==> config.mk <==
export PLATFORM = sky130hd
export DESIGN_NAME = bram_loader
export DESIGN_NICKNAME = d
export VERILOG_FILES = /design/src/rtl/bram_loader_pkg.sv /design/src/rtl/stride_addr_gen.sv /design/src/rtl/bram_loader.sv
export SDC_FILE = /design/constraint.sdc
export NUM_CORES = 1
export LEC_CHECK = 0
export CAP_MARGIN = 30
export CORE_UTILIZATION = 44
export DETAILED_ROUTE_END_ITERATION = 6
export GPL_ROUTABILITY_DRIVEN = 0
export PLACE_DENSITY = 0.83
export SLEW_MARGIN = 40
export SYNTH_ARGS = -nofsm -noshare
export SYNTH_HDL_FRONTEND = slang
export SYNTH_HIERARCHICAL = 1
export SYNTH_SLANG_ARGS = --single-unit
==> constraint.sdc <==
create_clock -name clk -period 2.65 [get_ports clk]
set_clock_uncertainty 0.05 [all_clocks]
set_input_delay 0.53 -clock clk [delete_from_list [all_inputs] [get_ports clk]]
set_output_delay 0.53 -clock clk [all_outputs]
set_load 0.02 [all_outputs]
==> src/rtl/bram_loader_pkg.sv <==
`default_nettype none
//============================================================================
// Module      : bram_loader_pkg
// Description : Shared TPU constants and the BRAM loader FSM state type.
//               Imported by bram_loader and stride_addr_gen.
// Revision    : 1.0 - initial release
//============================================================================
package bram_loader_pkg;

    localparam int DWIDTH            = 8;   // element width in bits
    localparam int MAT_MUL_SIZE      = 4;   // elements per BRAM row
    localparam int AWIDTH            = 10;  // BRAM address width
    localparam int MASK_WIDTH        = 4;   // one write enable per element
    localparam int ADDR_STRIDE_WIDTH = 8;   // row-to-row address increment width
    localparam int ROW_CNT_WIDTH     = 8;   // row-count width

    typedef enum logic [1:0] {
        ST_IDLE = 2'd0,
        ST_LOAD = 2'd1,
        ST_DONE = 2'd2
    } load_state_t;

endpackage : bram_loader_pkg
`default_nettype wire

==> src/rtl/stride_addr_gen.sv <==
`default_nettype none
//============================================================================
// Module      : stride_addr_gen
// Description : Row address generator for the BRAM loader. Loads the base
//               address, stride and row count on i_load, then on every
//               accepted beat (i_step) adds the stride to the address and
//               decrements the remaining-row counter. o_last flags that the
//               row currently addressed is the final one.
// Ports       : clk, reset        - clock, asynchronous active-high reset
//               i_load            - capture i_base / i_stride / i_num_rows
//               i_base            - first row address
//               i_stride          - address increment per row
//               i_num_rows        - number of rows in the transfer
//               i_step            - one row has been accepted
//               o_addr            - address for the current row
//               o_last            - remaining row count equals one
// Revision    : 1.0 - initial release
//============================================================================
module stride_addr_gen
    import bram_loader_pkg::*;
#(
    parameter int AWIDTH_P            = AWIDTH,
    parameter int ADDR_STRIDE_WIDTH_P = ADDR_STRIDE_WIDTH,
    parameter int ROW_CNT_WIDTH_P     = ROW_CNT_WIDTH
) (
    input  logic                           clk,
    input  logic                           reset,
    input  logic                           i_load,
    input  logic [AWIDTH_P-1:0]            i_base,
    input  logic [ADDR_STRIDE_WIDTH_P-1:0] i_stride,
    input  logic [ROW_CNT_WIDTH_P-1:0]     i_num_rows,
    input  logic                           i_step,
    output logic [AWIDTH_P-1:0]            o_addr,
    output logic                           o_last
);

    logic [AWIDTH_P-1:0]        w_stride_ext;
    logic [AWIDTH_P-1:0]        r_addr;
    logic [AWIDTH_P-1:0]        r_stride;
    logic [ROW_CNT_WIDTH_P-1:0] r_remaining;

    // Bring the stride to address width. A stride wider than the address
    // only matters modulo 2^AWIDTH, so its upper bits are dropped.
    generate
        if (ADDR_STRIDE_WIDTH_P >= AWIDTH_P) begin : g_stride_trunc
            assign w_stride_ext = i_stride[AWIDTH_P-1:0];
        end else begin : g_stride_ext
            assign w_stride_ext = {{(AWIDTH_P-ADDR_STRIDE_WIDTH_P){1'b0}}, i_stride};
        end
    endgenerate

    // Incremental address: one adder instead of base + k*stride. The add
    // wraps naturally at 2^AWIDTH.
    always_ff @(posedge clk or posedge reset) begin
        if (reset) begin
            r_addr      <= '0;
            r_stride    <= '0;
            r_remaining <= '0;
        end else if (i_load) begin
            r_addr      <= i_base;
            r_stride    <= w_stride_ext;
            r_remaining <= i_num_rows;
        end else if (i_step) begin
            r_addr      <= r_addr + r_stride;
            r_remaining <= r_remaining - ROW_CNT_WIDTH_P'(1);
        end
    end

    assign o_addr = r_addr;
    assign o_last = (r_remaining == ROW_CNT_WIDTH_P'(1));

endmodule : stride_addr_gen
`default_nettype wire

==> src/rtl/bram_loader.sv <==
`default_nettype none
//============================================================================
// Module      : bram_loader
// Description : Upstream fill stage for the accelerator BRAMs. Accepts a
//               valid/ready stream of rows and writes them through the
//               external write port of BRAM A or BRAM B at base + k*stride,
//               then pulses done for one cycle.
// Ports       : clk, reset               - clock, asynchronous active-high reset
//               start                    - one-cycle request, config sampled here
//               target_b                 - 0: BRAM A, 1: BRAM B
//               base_addr/addr_stride    - first address and per-row increment
//               num_rows                 - rows to write (0: immediate done)
//               abort                    - synchronous cancel while loading
//               in_valid/in_ready        - row stream handshake
//               in_data/in_mask          - row payload and element enables
//               bram_*_a_ext/bram_*_b_ext- registered write port to A and B
//               busy                     - LOAD or DONE
//               done                     - one-cycle completion pulse
// Revision    : 1.0 - initial release
//============================================================================
module bram_loader
    import bram_loader_pkg::*;
#(
    parameter int DWIDTH_P            = DWIDTH,
    parameter int MAT_MUL_SIZE_P      = MAT_MUL_SIZE,
    parameter int AWIDTH_P            = AWIDTH,
    parameter int MASK_WIDTH_P        = MASK_WIDTH,
    parameter int ADDR_STRIDE_WIDTH_P = ADDR_STRIDE_WIDTH,
    parameter int ROW_CNT_WIDTH_P     = ROW_CNT_WIDTH
) (
    input  logic                                clk,
    input  logic                                reset,
    input  logic                                start,
    input  logic                                target_b,
    input  logic [AWIDTH_P-1:0]                 base_addr,
    input  logic [ADDR_STRIDE_WIDTH_P-1:0]      addr_stride,
    input  logic [ROW_CNT_WIDTH_P-1:0]          num_rows,
    input  logic                                abort,
    input  logic                                in_valid,
    output logic                                in_ready,
    input  logic [MAT_MUL_SIZE_P*DWIDTH_P-1:0]  in_data,
    input  logic [MASK_WIDTH_P-1:0]             in_mask,
    output logic [AWIDTH_P-1:0]                 bram_addr_a_ext,
    output logic [AWIDTH_P-1:0]                 bram_addr_b_ext,
    output logic [MAT_MUL_SIZE_P*DWIDTH_P-1:0]  bram_wdata_a_ext,
    output logic [MAT_MUL_SIZE_P*DWIDTH_P-1:0]  bram_wdata_b_ext,
    output logic [MASK_WIDTH_P-1:0]             bram_we_a_ext,
    output logic [MASK_WIDTH_P-1:0]             bram_we_b_ext,
    output logic                                busy,
    output logic                                done
);

    load_state_t r_state;
    load_state_t w_next_state;

    logic                               r_target_b;
    logic [AWIDTH_P-1:0]                r_wr_addr;
    logic [MAT_MUL_SIZE_P*DWIDTH_P-1:0] r_wr_data;
    logic [MASK_WIDTH_P-1:0]            r_we_a;
    logic [MASK_WIDTH_P-1:0]            r_we_b;

    logic                w_in_ready;
    logic                w_start_accept;
    logic                w_beat;
    logic [AWIDTH_P-1:0] w_row_addr;
    logic                w_row_last;

    // Ready depends on the state register alone, keeping in_valid off any
    // combinational path to in_ready.
    assign w_in_ready     = (r_state == ST_LOAD);
    assign w_start_accept = start && (r_state == ST_IDLE);
    // Abort wins over a beat offered in the same cycle.
    assign w_beat         = in_valid && w_in_ready && !abort;

    stride_addr_gen #(
        .AWIDTH_P            (AWIDTH_P),
        .ADDR_STRIDE_WIDTH_P (ADDR_STRIDE_WIDTH_P),
        .ROW_CNT_WIDTH_P     (ROW_CNT_WIDTH_P)
    ) u_addr_gen (
        .clk        (clk),
        .reset      (reset),
        .i_load     (w_start_accept),
        .i_base     (base_addr),
        .i_stride   (addr_stride),
        .i_num_rows (num_rows),
        .i_step     (w_beat),
        .o_addr     (w_row_addr),
        .o_last     (w_row_last)
    );

    //------------------------------------------------------------------
    // FSM
    //------------------------------------------------------------------
    always_ff @(posedge clk or posedge reset) begin
        if (reset) begin
            r_state <= ST_IDLE;
        end else begin
            r_state <= w_next_state;
        end
    end

    always_comb begin
        w_next_state = r_state;
        case (r_state)
            ST_IDLE: begin
                if (start) begin
                    w_next_state = (num_rows == '0) ? ST_DONE : ST_LOAD;
                end
            end
            ST_LOAD: begin
                if (abort) begin
                    w_next_state = ST_IDLE;
                end else if (w_beat && w_row_last) begin
                    w_next_state = ST_DONE;
                end
            end
            ST_DONE: begin
                w_next_state = ST_IDLE;
            end
            default: begin
                w_next_state = ST_IDLE;
            end
        endcase
    end

    //------------------------------------------------------------------
    // Target select and registered write port
    //------------------------------------------------------------------
    always_ff @(posedge clk or posedge reset) begin
        if (reset) begin
            r_target_b <= 1'b0;
        end else if (w_start_accept) begin
            r_target_b <= target_b;
        end
    end

    // Address and data hold between beats; only the enables return to 0.
    always_ff @(posedge clk or posedge reset) begin
        if (reset) begin
            r_wr_addr <= '0;
            r_wr_data <= '0;
            r_we_a    <= '0;
            r_we_b    <= '0;
        end else if (w_beat) begin
            r_wr_addr <= w_row_addr;
            r_wr_data <= in_data;
            r_we_a    <= r_target_b ? '0 : in_mask;
            r_we_b    <= r_target_b ? in_mask : '0;
        end else begin
            r_we_a    <= '0;
            r_we_b    <= '0;
        end
    end

    assign in_ready         = w_in_ready;
    assign bram_addr_a_ext  = r_wr_addr;
    assign bram_addr_b_ext  = r_wr_addr;
    assign bram_wdata_a_ext = r_wr_data;
    assign bram_wdata_b_ext = r_wr_data;
    assign bram_we_a_ext    = r_we_a;
    assign bram_we_b_ext    = r_we_b;
    assign busy             = (r_state != ST_IDLE);
    assign done             = (r_state == ST_DONE);

endmodule : bram_loader
`default_nettype wire

==> results of run 1 <==
worst max path at each step:
stage	start	end	slack [ps]	cells past startpoint
3_5_place_dp	abort	u_addr_gen/o_addr[8]$_DFFE_PP0P_	240	5
4_1_cts	r_state[1]$_DFFE_PP0P_	busy	430	2
5_1_grt	u_addr_gen/o_addr[0]$_DFFE_PP0P_	u_addr_gen/o_addr[6]$_DFFE_PP0P_	280	6
3_3_place_gp	abort	u_addr_gen/r_remaining[5]$_DFFE_PP0P_	310	6
2_1_floorplan	abort	u_addr_gen/r_remaining[5]$_DFFE_PP0P_	540	7
6_report	u_addr_gen/o_addr[0]$_DFFE_PP0P_	u_addr_gen/o_addr[6]$_DFFE_PP0P_	420	6
cell families after synthesis:
| family | after synthesis |
|---|---|
| AOI/OAI and AO/OA | 50 |
| xor gates and xnor gates | 8 |
| adders and majority gates | 11 |
| buffers and inverters | 59 |
| DFF | 79 |
| muxes | 53 |
| and+or+nand+nor | 69 |
Yosys cell counts (all sizes together) (2+ instances only):
library cell  number  area share
nand2             21       0.020
dfrtp             79        0.49
inv                6      0.0056
nand3              2      0.0025
xnor2              7       0.015
o21ai             15       0.019
buf               47       0.091
nor2b              2      0.0031
nor3               5      0.0075
nor4               5      0.0093
a211oi             3      0.0056
clkbuf             6      0.0081
or3b               2      0.0044
nor3b              2      0.0037
nand3b             2      0.0037
mux2              51        0.16
or3                4      0.0065
a21oi              7      0.0087
o21a               3      0.0059
ha                10       0.031
and3               6      0.0093
or4                2      0.0047
a211o              4      0.0093
and2               5      0.0078
nor2               6      0.0056
o31a               2      0.0044
o2111ai            3      0.0065
a21o               4      0.0081
mux2i              2      0.0050
a22oi              2      0.0037
flip-flops by register name (all words and copies together), names as in the netlist:
register                count
r_target_b                  1
bram_wdata_a_ext           32
u_addr_gen/o_addr          10
bram_addr_a_ext            10
u_addr_gen/r_remaining      8
bram_we_a_ext               4
r_state                     2
bram_we_b_ext               4
u_addr_gen/r_stride         8
layer usage:
metal  vias up  GRT usage  routed length (um)
met5         -          0                   0
met4         0     0.0723                  98
met3         8     0.0475                 680
met2       123      0.353                4670
met1      1423      0.237                3670
li1       1382          -                   -
stage by stage:
step	std cells	cell area [sq um]	setup slack, ps	hold slack [ps]
2_1_floorplan	329	4030	536	435
3_3_place_gp	554	5460	305	451
3_5_place_dp	554	5460	241	458
4_1_cts	570	5670	426	447
5_1_grt	570	5670	284	475
6_report	570	5670	416	454
layout make-up:
type	instances	area, sq um	area share
Clock buffer	12	155	0.0274
Clock inverter	4	53.8	0.00949
Inverter	6	22.5	0.00397
Multi-Input combinational cell	191	1630	0.288
Sequential cell	79	1980	0.349
Tap cell	108	135	0.0238
Timing Repair Buffer	170	1690	0.299
power groups by stage:
stage          combinational, W  clock [W]  sequential (W)
2_1_floorplan           0.00162          0         0.00214
3_3_place_gp            0.00278          0         0.00189
3_5_place_dp            0.00284          0         0.00192
4_1_cts                 0.00285   0.000938         0.00190
5_1_grt                 0.00302   0.000989         0.00196
6_report                0.00286   0.000913         0.00189
==> summary by stage, run 1 <==
Outcome
The run finished, with violations left. The checks that failed: design-rule violations.

Floorplan
The effective utilization at floorplan is 0.457. The die width is slightly below 100 um. The floorplan has 34 rows. The die covers about 0.0095 sq mm.

The die height is 97.7 um. The region available for standard cell placement spans a little under 0.009 sq mm. 163 I/O pins were placed.

Clock tree
The buffer count from post-CTS setup fixing is 0. The clock latency reported for the late side of the worst-skew pair is between 300 and 400 ps. The cts-stage hold buffer count is 0.

The maximum level of the CTS H-tree is 3. The total number of clock tree sinks is 79. The clock transition at the register clock pins on the worst setup and hold paths after CTS is ~80 ps. The library cell used as clock root buffer is sky130_fd_sc_hd__clkbuf_8. The longest clock path from root to sink contains 2 buffers. The CTS tree is built. The number of CTS-inserted buffers is 9. The count of instances resized after the clock tree is built is 0.

Placement
After legalization and detailed placement, the total HPWL measured approximately 7000 um. The count of input and output buffers is around 160.

Critical path
The worst register-to-register path ends at u_addr_gen/o_addr[6]$_DFFE_PP0P_. For this run, the slowest stage of the critical path takes approximately 450 ps. The critical path buffer and inverter count is 0. The gate family responsible for the most delay along the worst path is compound AO/OA/AOI/OAI gates.

The signal on the critical path passes through ha_1 -> fa_1 -> a211o_2 -> a211oi_1 -> nor3_1 -> nand3b_1. STA classifies the critical path startpoint as a flip-flop. The kind of end point of the critical path is a flip-flop. In this run the worst path has a maximum fanout of 3. The type of the worst setup path is flip-flop to flip-flop. The largest individual stage delay along the critical path comes from the cell sky130_fd_sc_hd__fa_1. The number of cell instances on the worst register-to-register path is 6. Across all register-to-register paths, the minimum setup slack is between 400 and 500 ps. At the worst endpoint, the arrival time is around 2400 ps. The critical path data required time is 2820 ps. The beginning of the worst register-to-register path is u_addr_gen/o_addr[0]$_DFFE_PP0P_.

Pwr
The total leakage power is approximately 2.4 nW. The total power divided by cell area is around 1000 mW/mm^2. The clock group share of total power is 0.161. IR analysis of the VDD net gives a maximum drop of 372 uV.

The switching part of the total power is 0.372. The switching power is ~0.0021 W. The internal power of the cells totals roughly 0.0036 W. Of the total power, registers draw 0.335. The share of total power dissipated in combinational logic is 0.504. The design draws between 0.005 and 0.006 W.

Cells and area
The count of filler cells inserted in the layout is roughly 680. Leaving out fill and tap cells, the most frequent cell in the layout is sky130_fd_sc_hd__clkdlybuf4s50_1. The repair_antennas step left the layout with diodes totalling 0. The utilization after layout is 0.644.

The final layout contains 536 nets. The area growth from synthesis to layout is 40.8%. The fraction of final layout cells sized beyond drive strength 1 is 0.190.

In the layout the commonest cells are 162 x sky130_fd_sc_hd__clkdlybuf4s50_1, 79 x sky130_fd_sc_hd__dfrtp_1, 36 x sky130_fd_sc_hd__mux2_2, 21 x sky130_fd_sc_hd__nand2_1.

STA
The worst path in the final design needs a cycle of 2230 ps, including I/O delays and setup. Setup violations remaining at the end of the flow were counted as 0. Setup repair after global routing left no endpoint under its margin. At the pin with the least slew margin, the transition time is ~580 ps. The number of max-slew violations in the final report is 0. The top achievable clock speed is 448 MHz. Headroom to the max-slew limit came out at 0.614. Dividing the final minimum period by the clock period gives 0.843. In the final timing run, aggregate negative setup slack is 0 ps. The hold violation count in the final report is 0.

Global route
In the global route stage, overall resource usage came out at 0.200. The number of antenna violations at the first check in global routing was 0. Entering global routing, the biggest net connects 30 pins. The via count of the first global-routing pass is ~3000. Summed over all layers, the global routing overflow is 0.

The first global-routing pass estimated 14900 um of wire.

Drt
The remaining antenna violation count after routing is 0. The routed design has around 9000 um of wire. Before antenna repair, the detailed router went through 7 iterations.

The number of vias in the routed layout is just under 3000. The detailed-route wire length per cell is ~16 um. The average via count per standard cell is 5.15. The violation count after the first detailed-routing iteration is between 100 and 150. After detailed routing, the number of remaining DRC violations is 35.

Synthesis
The number of different library cells in the post-synthesis netlist is 55. In this run, synthesis inferred 0 flip-flops with an integrated enable. For this run, the register share of the synthesized area comes to 0.491.

The synthesized-area fraction occupied by ao, oa, aoi and oai cells is 0.0901. Of the total synthesized cell area, the portion taken by full adders, half adders and majority gates is 0.0360. The XOR/XNOR share of the synthesized area is 0.0174. The number of nets in the synthesized netlist is about 410. The synthesis warning total is 6. The synthesized area is between 0.004 and 0.005 sq mm.

The average cell area after synthesis is roughly 12 sq um. The synthesized design contains 79 register bits. The combinational family with the most area after synthesis is multiplexers. The most used flip-flop cell after synthesis is sky130_fd_sc_hd__dfrtp_1. Of the total synthesized cell area, the portion taken by AND, OR, NAND and NOR gates is 0.0988. The fraction of registers with async set/reset is 1.00.

Synthesis produced a netlist whose cell count is ~330. Measured against the total synthesized area, the mux share comes to 0.162.

Job
The max-cap check violation count is 0.

Worst hold path
In this run the worst hold path is classified as input port to asynchronous set/reset pin.
No activity file was read; power rests on OpenSTA's default activity.
==> inputs of run 2 (changes only) <==
--- a/config.mk
+++ b/config.mk
@@ -6,10 +6,10 @@
 export NUM_CORES = 1
 export LEC_CHECK = 0
 export CAP_MARGIN = 30
-export CORE_UTILIZATION = 44
+export CORE_UTILIZATION = 39
 export DETAILED_ROUTE_END_ITERATION = 6
 export GPL_ROUTABILITY_DRIVEN = 0
-export PLACE_DENSITY = 0.83
+export PLACE_DENSITY = 0.78
 export SLEW_MARGIN = 40
 export SYNTH_ARGS = -nofsm -noshare
 export SYNTH_HDL_FRONTEND = slang
==> constraint.sdc (replaced) <==
create_clock -name clk -period 1.9 [get_ports clk]
set_clock_uncertainty 0.05 [all_clocks]
set_input_delay 0.38 -clock clk [delete_from_list [all_inputs] [get_ports clk]]
set_output_delay 0.38 -clock clk [all_outputs]
set_load 0.02 [all_outputs]
==> run 2 against run 1 <==
Against the previous run:
- the flow finishes with violations (negative setup slack)
- routed wire length grew 5.8%
- die area grew 13%
- sequential share of layout area shrank 2.3 points
- largest cell class unchanged
==> summary by stage, run 2 (synthesized netlist as in run 1, its figures left out) <==
STA
The period utilization was 1.08 (was 0.843). The final period demand of the worst path is 2050 ps (was 2230 ps). The number of max-slew violations in the final report is 0 (unchanged). The slew at the pin closest to its max-slew limit is 412 ps (was 579 ps). The setup total negative slack was -241 ps (was 0 ps). The hold violation count in the final report is 0 (unchanged). The headroom to the max-slew limit came to 0.722 (was 0.614).

The top achievable clock speed is 488 MHz (was 448 MHz). The final number of setup-violating endpoints came to 2 (was 0). The final worst-path setup slack is -151 ps (was 416 ps). Unrepaired setup endpoints after global routing: true (was false).

Cells and area
The fraction of final layout cells sized beyond drive strength 1 came to 0.267 (was 0.190). Most used cells in the layout excluding fill and tap cells: 158 x sky130_fd_sc_hd__clkdlybuf4s50_1, 79 x sky130_fd_sc_hd__dfrtp_1, 36 x sky130_fd_sc_hd__mux2_2, 33 x sky130_fd_sc_hd__buf_4, 21 x sky130_fd_sc_hd__nand2_1 (was 162 x sky130_fd_sc_hd__clkdlybuf4s50_1, 79 x sky130_fd_sc_hd__dfrtp_1, 36 x sky130_fd_sc_hd__mux2_2, 21 x sky130_fd_sc_hd__nand2_1). The flip-flop count of the largest register after layout came to 32 (unchanged). The area growth from synthesis to layout is 50.6% (was 40.8%).

The count of filler cells inserted in the layout is 797 (was 679). The leading cell type in the layout, fill and taps excluded is sky130_fd_sc_hd__clkdlybuf4s50_1 (unchanged). The number of nets in the layout is 564 (was 536). The utilization after layout was 0.612 (was 0.644). The antenna diode instance count is 0 (unchanged). The total non-filler cell area in the finished layout is 0.00606 sq mm (was 0.00567 sq mm).

Drt
The remaining antenna violation count after routing is 0 (unchanged). The remaining routing DRC violations was 0 (was 35). The violation count after the first detailed-routing iteration was 92 (was 143).

The number of vias in the routed layout is 3054 (was 2936). The detailed-route wire length per cell is 15.5 um (was 16.0 um). The number of optimization iterations in the first detailed-route pass came to 4 (was 7). The average via count per standard cell was 4.90 (was 5.15). The total wire length after detailed routing came to 9650 um (was 9120 um).

Critical path
The delay of the slowest cell on the worst path is 420 ps (was 450 ps). The reg2reg setup slack is -150 ps (was 420 ps). Cell chain of the critical path: ha_4 -> a211o_1 -> a2111oi_4 -> nor3_1 -> or3b_1 (was ha_1 -> fa_1 -> a211o_2 -> a211oi_1 -> nor3_1 -> nand3b_1). The cell with the biggest individual delay on the critical path is sky130_fd_sc_hd__dfrtp_1 (was sky130_fd_sc_hd__fa_1).

The critical path data required time is 2070 ps (was 2820 ps). The type of element launching the critical path is a flip-flop (unchanged). The type of the worst setup path is flip-flop to flip-flop (unchanged). The worst path arrival time is 2220 ps (was 2400 ps). The kind of end point of the critical path is a flip-flop (unchanged). The maximum fanout along the worst path is 2 (was 3).

Clock tree
The cts-stage hold buffer count was 0 (unchanged). The total number of clock tree sinks was 79 (unchanged). The clock transition at the register clock pins on the worst setup and hold paths after CTS is 80 ps (about the same).

The maximum buffer depth of the clock tree is 2 (unchanged). The clock latency reported for the late side of the worst-skew pair is 350 ps (was 340 ps). The maximum level of the CTS H-tree was 3 (unchanged).

The CTS tree is built (unchanged). The number of CTS-inserted buffers is 9 (unchanged). The library cell used as clock root buffer is sky130_fd_sc_hd__clkbuf_8 (unchanged).

Global route
The wire length of the first global-routing pass is 15700 um (was 14900 um). The remaining global-route overflow is 0 (unchanged). The maximum number of pins on one net before global-route repair is 33 (was 30).

The global routing usage summed across all routing layers is 0.187 (was 0.200). The number of antenna violations at the first check in global routing came to 0 (unchanged). The via count of the first global-routing pass came to 3043 (was 2915).

Floorplan
The die footprint is 0.0107 sq mm (was 0.00954 sq mm). The effective utilization at floorplan was 0.406 (was 0.457). The die height is 104 um (was 97.7 um). The site row count is 36 (was 34).

The standard cell core area is 0.00991 sq mm (was 0.00881 sq mm). The die width was 104 um (was 97.7 um). The count of boundary I/O pins is 163 (unchanged).

Pwr
The maximum resistive drop on vdd was 608 uV (was 372 uV). The total leakage power was 2.56 nW (was 2.37 nW). The total power divided by cell area is 1410 mW/mm^2 (was 999 mW/mm^2).

Outcome
Violations in the final reports: negative setup slack (was design-rule violations). Status: finished, violations left (unchanged).

Job
The max-cap check violation count was 0 (unchanged).

Placement
The HPWL after detailed placement is 7590 um (was 7030 um). The count of input and output buffers is 162 (unchanged). The instance area after placement is 0.00571 sq mm (was 0.00546 sq mm). The worst slack after detailed placement is -373 ps (was 241 ps).

Worst hold path
The path class of the lowest-slack min-delay path is input port to asynchronous set/reset pin (unchanged).
[run 2: cell count changes in the layout (fill, tap and decap cells not counted), moves of 2 or more]
cell,delta
sky130_fd_sc_hd__o21ai_0,-2
sky130_fd_sc_hd__buf_12,+2
sky130_fd_sc_hd__a211oi_4,+2
sky130_fd_sc_hd__clkdlybuf4s50_1,-4
sky130_fd_sc_hd__a21oi_1,-2
sky130_fd_sc_hd__ha_1,-3
sky130_fd_sc_hd__a211oi_1,-3
sky130_fd_sc_hd__ha_2,+2
sky130_fd_sc_hd__dlygate4sd2_1,+3
sky130_fd_sc_hd__buf_4,+26
[run 2: layout make-up]
| cell class | count | area (sq um) | share of cell area |
|---|---|---|---|
| flip-flops and latches | 79 | 1980 | 0.326 |
| well taps | 133 | 166 | 0.0275 |
| repair buffers | 198 | 1930 | 0.318 |
| inverters | 6 | 22.5 | 0.00372 |
| multi-input cells | 191 | 1740 | 0.286 |
| clock inverters | 5 | 80.1 | 0.0132 |
| clock buffers | 11 | 151 | 0.0250 |
[run 2: per-stage QoR]
step | power (W) | hold slack [ps] | instances
global route | 0.00898 | 401 | 623
floorplan | 0.00527 | 370 | 329
global placement | 0.00682 | 454 | 604
finish | 0.00852 | 364 | 623
detailed placement | 0.00695 | 460 | 604
CTS | 0.00847 | 374 | 622
[run 2: path summary, 6_finish.rpt]
check	startpoint	endpoint	depth (start not counted)
min	reset	bram_addr_a_ext[0]$_DFFE_PP0P_	3
min reg2reg	u_addr_gen/r_stride[5]$_DFFE_PP0P_	u_addr_gen/r_stride[5]$_DFFE_PP0P_	1
max	u_addr_gen/o_addr[1]$_DFFE_PP0P_	u_addr_gen/o_addr[7]$_DFFE_PP0P_	5
max in group asynchronous	reset	bram_we_a_ext[2]$_DFF_PP0_	3
min in group clk	u_addr_gen/r_stride[5]$_DFFE_PP0P_	u_addr_gen/r_stride[5]$_DFFE_PP0P_	1
max reg2reg	u_addr_gen/o_addr[1]$_DFFE_PP0P_	u_addr_gen/o_addr[7]$_DFFE_PP0P_	5
[run 2: repair_timing]
item | in CTS | in global routing
resized for setup | 11 | 11
setup buffers | 2 | 1
pin swaps | 5 | 8
endpoints found under the setup margin | 10 | 9
[run 2: metal layers]
layer / vias to the layer above / wire, um / global-route usage
met1: 1503 / 3860 / 0.215
met2: 107 / 5150 / 0.340
met3: 11 / 513 / 0.0359
met4: 0 / 127 / 0.0694
li1: 1433 / - / -
met5: - / 0 / 0
[run 2: worst max-delay path: cells and delay by family (launching register included)]
| family | cells | cell delay, ps |
|---|---|---|
| DFF | 1 | 420 |
| and+or+nand+nor | 2 | 450 |
| AOI/OAI and AO/OA | 2 | 760 |
| adders and majority gates | 1 | 250 |
[run 2: where the power goes]
part	internal, W	leakage [nW]	switching, W	total, W
Sequential	0.00220	0.959	0.000460	0.00266
Clock	0.000809	0.112	0.000602	0.00141
Combinational	0.00237	1.49	0.00208	0.00445
Total	0.00538	2.56	0.00314	0.00852
==> inputs of run 3 (changes only) <==
--- a/config.mk
+++ b/config.mk
@@ -6,10 +6,13 @@
 export NUM_CORES = 1
 export LEC_CHECK = 0
 export CAP_MARGIN = 30
-export CORE_UTILIZATION = 39
+export CELL_PAD_IN_SITES_DETAIL_PLACEMENT = 0
+export CELL_PAD_IN_SITES_GLOBAL_PLACEMENT = 1
+export CORE_UTILIZATION = 30
 export DETAILED_ROUTE_END_ITERATION = 6
 export GPL_ROUTABILITY_DRIVEN = 0
-export PLACE_DENSITY = 0.78
+export PLACE_DENSITY = 0.79
+export SKIP_CTS_REPAIR_TIMING = 1
 export SLEW_MARGIN = 40
 export SYNTH_ARGS = -nofsm -noshare
 export SYNTH_HDL_FRONTEND = slang
==> run 3 against run 2 <==
Against the previous run:
- the flow still finishes with violations (negative setup slack)
- sequential share of layout area is 0.88 points lower
- non-clock buffer count grew 7
- register-to-register slack improved by 40 ps
- via count grew 1.5%
- global-route usage fell by 4.2 points
- critical path type unchanged
- largest cell class is now buffers
- largest power group unchanged
==> summary by stage, run 3 (synthesized netlist as in run 1, its figures left out) <==
Drt
The remaining antenna violation count after routing is 0 (unchanged). The remaining routing DRC violations was 0 (unchanged). The detailed-route wire length per cell is 14.4 um (was 15.5 um).

The violation count after the first detailed-routing iteration came to 101 (was 92). The number of vias in the routed layout came to 3101 (was 3054). The total wire length after detailed routing came to 9590 um (was 9650 um). The number of optimization iterations in the first detailed-route pass is 4 (unchanged). The average via count per standard cell is 4.64 (was 4.90).

STA
The top achievable clock speed is 496 MHz (was 488 MHz). The slew at the pin closest to its max-slew limit is 446 ps (was 412 ps). The period utilization is 1.06 (was 1.08). The final worst-path setup slack is -115 ps (was -151 ps). The final worst hold slack is 348 ps (was 364 ps). The final number of setup-violating endpoints is 2 (unchanged). The number of max-slew violations in the final report was 0 (unchanged). Unrepaired setup endpoints after global routing: true (unchanged). The final period demand of the worst path is 2020 ps (was 2050 ps). The hold violation count in the final report is 0 (unchanged). The headroom to the max-slew limit is 0.702 (was 0.722).

Clock tree
The total number of clock tree sinks is 79 (unchanged). The library cell used as clock root buffer was sky130_fd_sc_hd__clkbuf_16 (was sky130_fd_sc_hd__clkbuf_8). The CTS tree is built (unchanged).

The maximum buffer depth of the clock tree was 2 (unchanged). The clock transition at the register clock pins on the worst setup and hold paths after CTS came to 60 ps (was 80 ps). The clock latency reported for the late side of the worst-skew pair came to 340 ps (was 350 ps).

The maximum level of the CTS H-tree is 3 (unchanged). The number of CTS-inserted buffers is 9 (unchanged).

Critical path
The kind of end point of the critical path was a flip-flop (unchanged). The gate family responsible for the most delay along the worst path is compound AO/OA/AOI/OAI gates (unchanged). The reg-to-reg endpoint is u_addr_gen/o_addr[7]$_DFFE_PP0P_ (unchanged).

The cell depth of the worst setup path is 5 (unchanged). The worst path arrival time came to 2180 ps (was 2220 ps). The beginning of the worst register-to-register path is u_addr_gen/o_addr[1]$_DFFE_PP0P_ (unchanged).

The critical path data required time is 2060 ps (was 2070 ps). The reg2reg setup slack is -120 ps (was -150 ps). The delay of the slowest cell on the worst path came to 410 ps (was 420 ps). The type of the worst setup path is flip-flop to flip-flop (unchanged). The cell with the biggest individual delay on the critical path is sky130_fd_sc_hd__dfrtp_1 (unchanged). The type of element launching the critical path is a flip-flop (unchanged). Cell chain of the critical path: ha_4 -> a211o_1 -> a2111oi_4 -> nor3_2 -> or3b_1 (was ha_4 -> a211o_1 -> a2111oi_4 -> nor3_1 -> or3b_1). The critical path buffer and inverter count was 0 (unchanged). The number of cell instances on the worst register-to-register path is 5 (unchanged). The maximum fanout along the worst path came to 2 (unchanged).

Floorplan
The die footprint was 0.0139 sq mm (was 0.0107 sq mm). The count of boundary I/O pins is 163 (unchanged). The standard cell core area is 0.0129 sq mm (was 0.00991 sq mm).

The effective utilization at floorplan was 0.313 (was 0.406). The die height is 118 um (was 104 um). The die width was 118 um (was 104 um). The site row count is 41 (was 36).

Global route
The maximum number of pins on one net before global-route repair is 32 (was 33). The via count of the first global-routing pass is 3105 (was 3043). The number of antenna violations at the first check in global routing is 0 (unchanged).

The global routing usage summed across all routing layers is 0.144 (was 0.187). The wire length of the first global-routing pass came to 15700 um (about the same). The remaining global-route overflow is 0 (unchanged).

Cells and area
The flip-flop count of the largest register after layout is 32 (unchanged). The area of the multi-input gates is 0.00172 sq mm (was 0.00174 sq mm). The number of nets in the layout is 571 (was 564). The count of non-filler cells in the finished layout was 668 (was 623).

The fraction of final layout cells sized beyond drive strength 1 is 0.272 (was 0.267). The antenna diode instance count came to 0 (unchanged). The area growth from synthesis to layout is 54.8% (was 50.6%). The count of filler cells inserted in the layout is 1150 (was 797).

The area taken by flip-flops and latches is 0.00198 sq mm (about the same). The leading cell type in the layout, fill and taps excluded is sky130_fd_sc_hd__clkdlybuf4s50_1 (unchanged). Most used cells in the layout excluding fill and tap cells: 159 x sky130_fd_sc_hd__clkdlybuf4s50_1, 78 x sky130_fd_sc_hd__dfrtp_1, 39 x sky130_fd_sc_hd__buf_4, 36 x sky130_fd_sc_hd__mux2_2, 21 x sky130_fd_sc_hd__nand2_1 (was 158 x sky130_fd_sc_hd__clkdlybuf4s50_1, 79 x sky130_fd_sc_hd__dfrtp_1, 36 x sky130_fd_sc_hd__mux2_2, 33 x sky130_fd_sc_hd__buf_4, 21 x sky130_fd_sc_hd__nand2_1).

Outcome
Violations in the final reports: negative setup slack (unchanged). Status: finished, violations left (unchanged).

Worst hold path
The path class of the lowest-slack min-delay path was input port to asynchronous set/reset pin (unchanged).

Pwr
The total leakage power was 2.66 nW (was 2.56 nW). The total power divided by cell area is 1430 mW/mm^2 (was 1410 mW/mm^2). The maximum resistive drop on vdd is 481 uV (was 608 uV).

Job
The max-cap check violation count is 0 (unchanged).

Placement
The worst slack after detailed placement is -322 ps (was -373 ps). The count of input and output buffers is 162 (unchanged). The number of cells after detailed placement is 652 (was 604).

The HPWL after detailed placement is 7110 um (was 7590 um).
==> run 3: final cells by class <==
| cell class | count | area share |
|---|---|---|
| clock buffer | 11 | 0.0389 |
| inverter | 6 | 0.00361 |
| multi-input combinational | 191 | 0.276 |
| clock inverter | 4 | 0.0112 |
| timing repair buffer | 205 | 0.318 |
| tap | 172 | 0.0345 |
| sequential | 79 | 0.317 |
==> run 3: routing by layer <==
| layer | global-route usage | wire length [um] | part of all wire |
|---|---|---|---|
| met2 | 0.238 | 4700 | 0.49 |
| met1 | 0.176 | 4220 | 0.44 |
| met5 | 0 | 0 | 0 |
| met3 | 0.0334 | 476 | 0.050 |
| met4 | 0.0729 | 197 | 0.021 |
==> run 3: report_power, final <==
part | internal (W) | switching, W | total [W]
registers | 0.00220 | 0.000422 | 0.00262
logic | 0.00242 | 0.00205 | 0.00447
clock network | 0.00117 | 0.000653 | 0.00183
total | 0.00579 | 0.00313 | 0.00892
==> run 3: metrics by stage <==
| stage | power [W] | setup TNS, ps | area [sq um] | util |
|---|---|---|---|---|
| global route | 0.00943 | -411 | 6230 | 0.484 |
| finish | 0.00892 | -188 | 6230 | 0.484 |
| floorplan | 0.00527 | -375 | 4040 | - |
| CTS | 0.00883 | -773 | 6130 | 0.476 |
| detailed placement | 0.00694 | -14250 | 5820 | 0.452 |
| global placement | 0.00686 | -12380 | 5820 | 0.452 |
==> run 3: how the worst max path moves through the flow <==
stage                                     start                          endpoint  slack [ps]
2_1_floorplan  u_addr_gen/o_addr[1]$_DFFE_PP0P_  u_addr_gen/o_addr[7]$_DFFE_PP0P_         -40
3_3_place_gp                              abort  u_addr_gen/o_addr[7]$_DFFE_PP0P_        -290
3_5_place_dp                              abort  bram_wdata_a_ext[21]$_DFFE_PP0P_        -320
4_1_cts                  r_state[1]$_DFFE_PP0P_                              busy        -170
5_1_grt        u_addr_gen/o_addr[1]$_DFFE_PP0P_  u_addr_gen/o_addr[7]$_DFFE_PP0P_        -170
6_report       u_addr_gen/o_addr[1]$_DFFE_PP0P_  u_addr_gen/o_addr[7]$_DFFE_PP0P_        -120
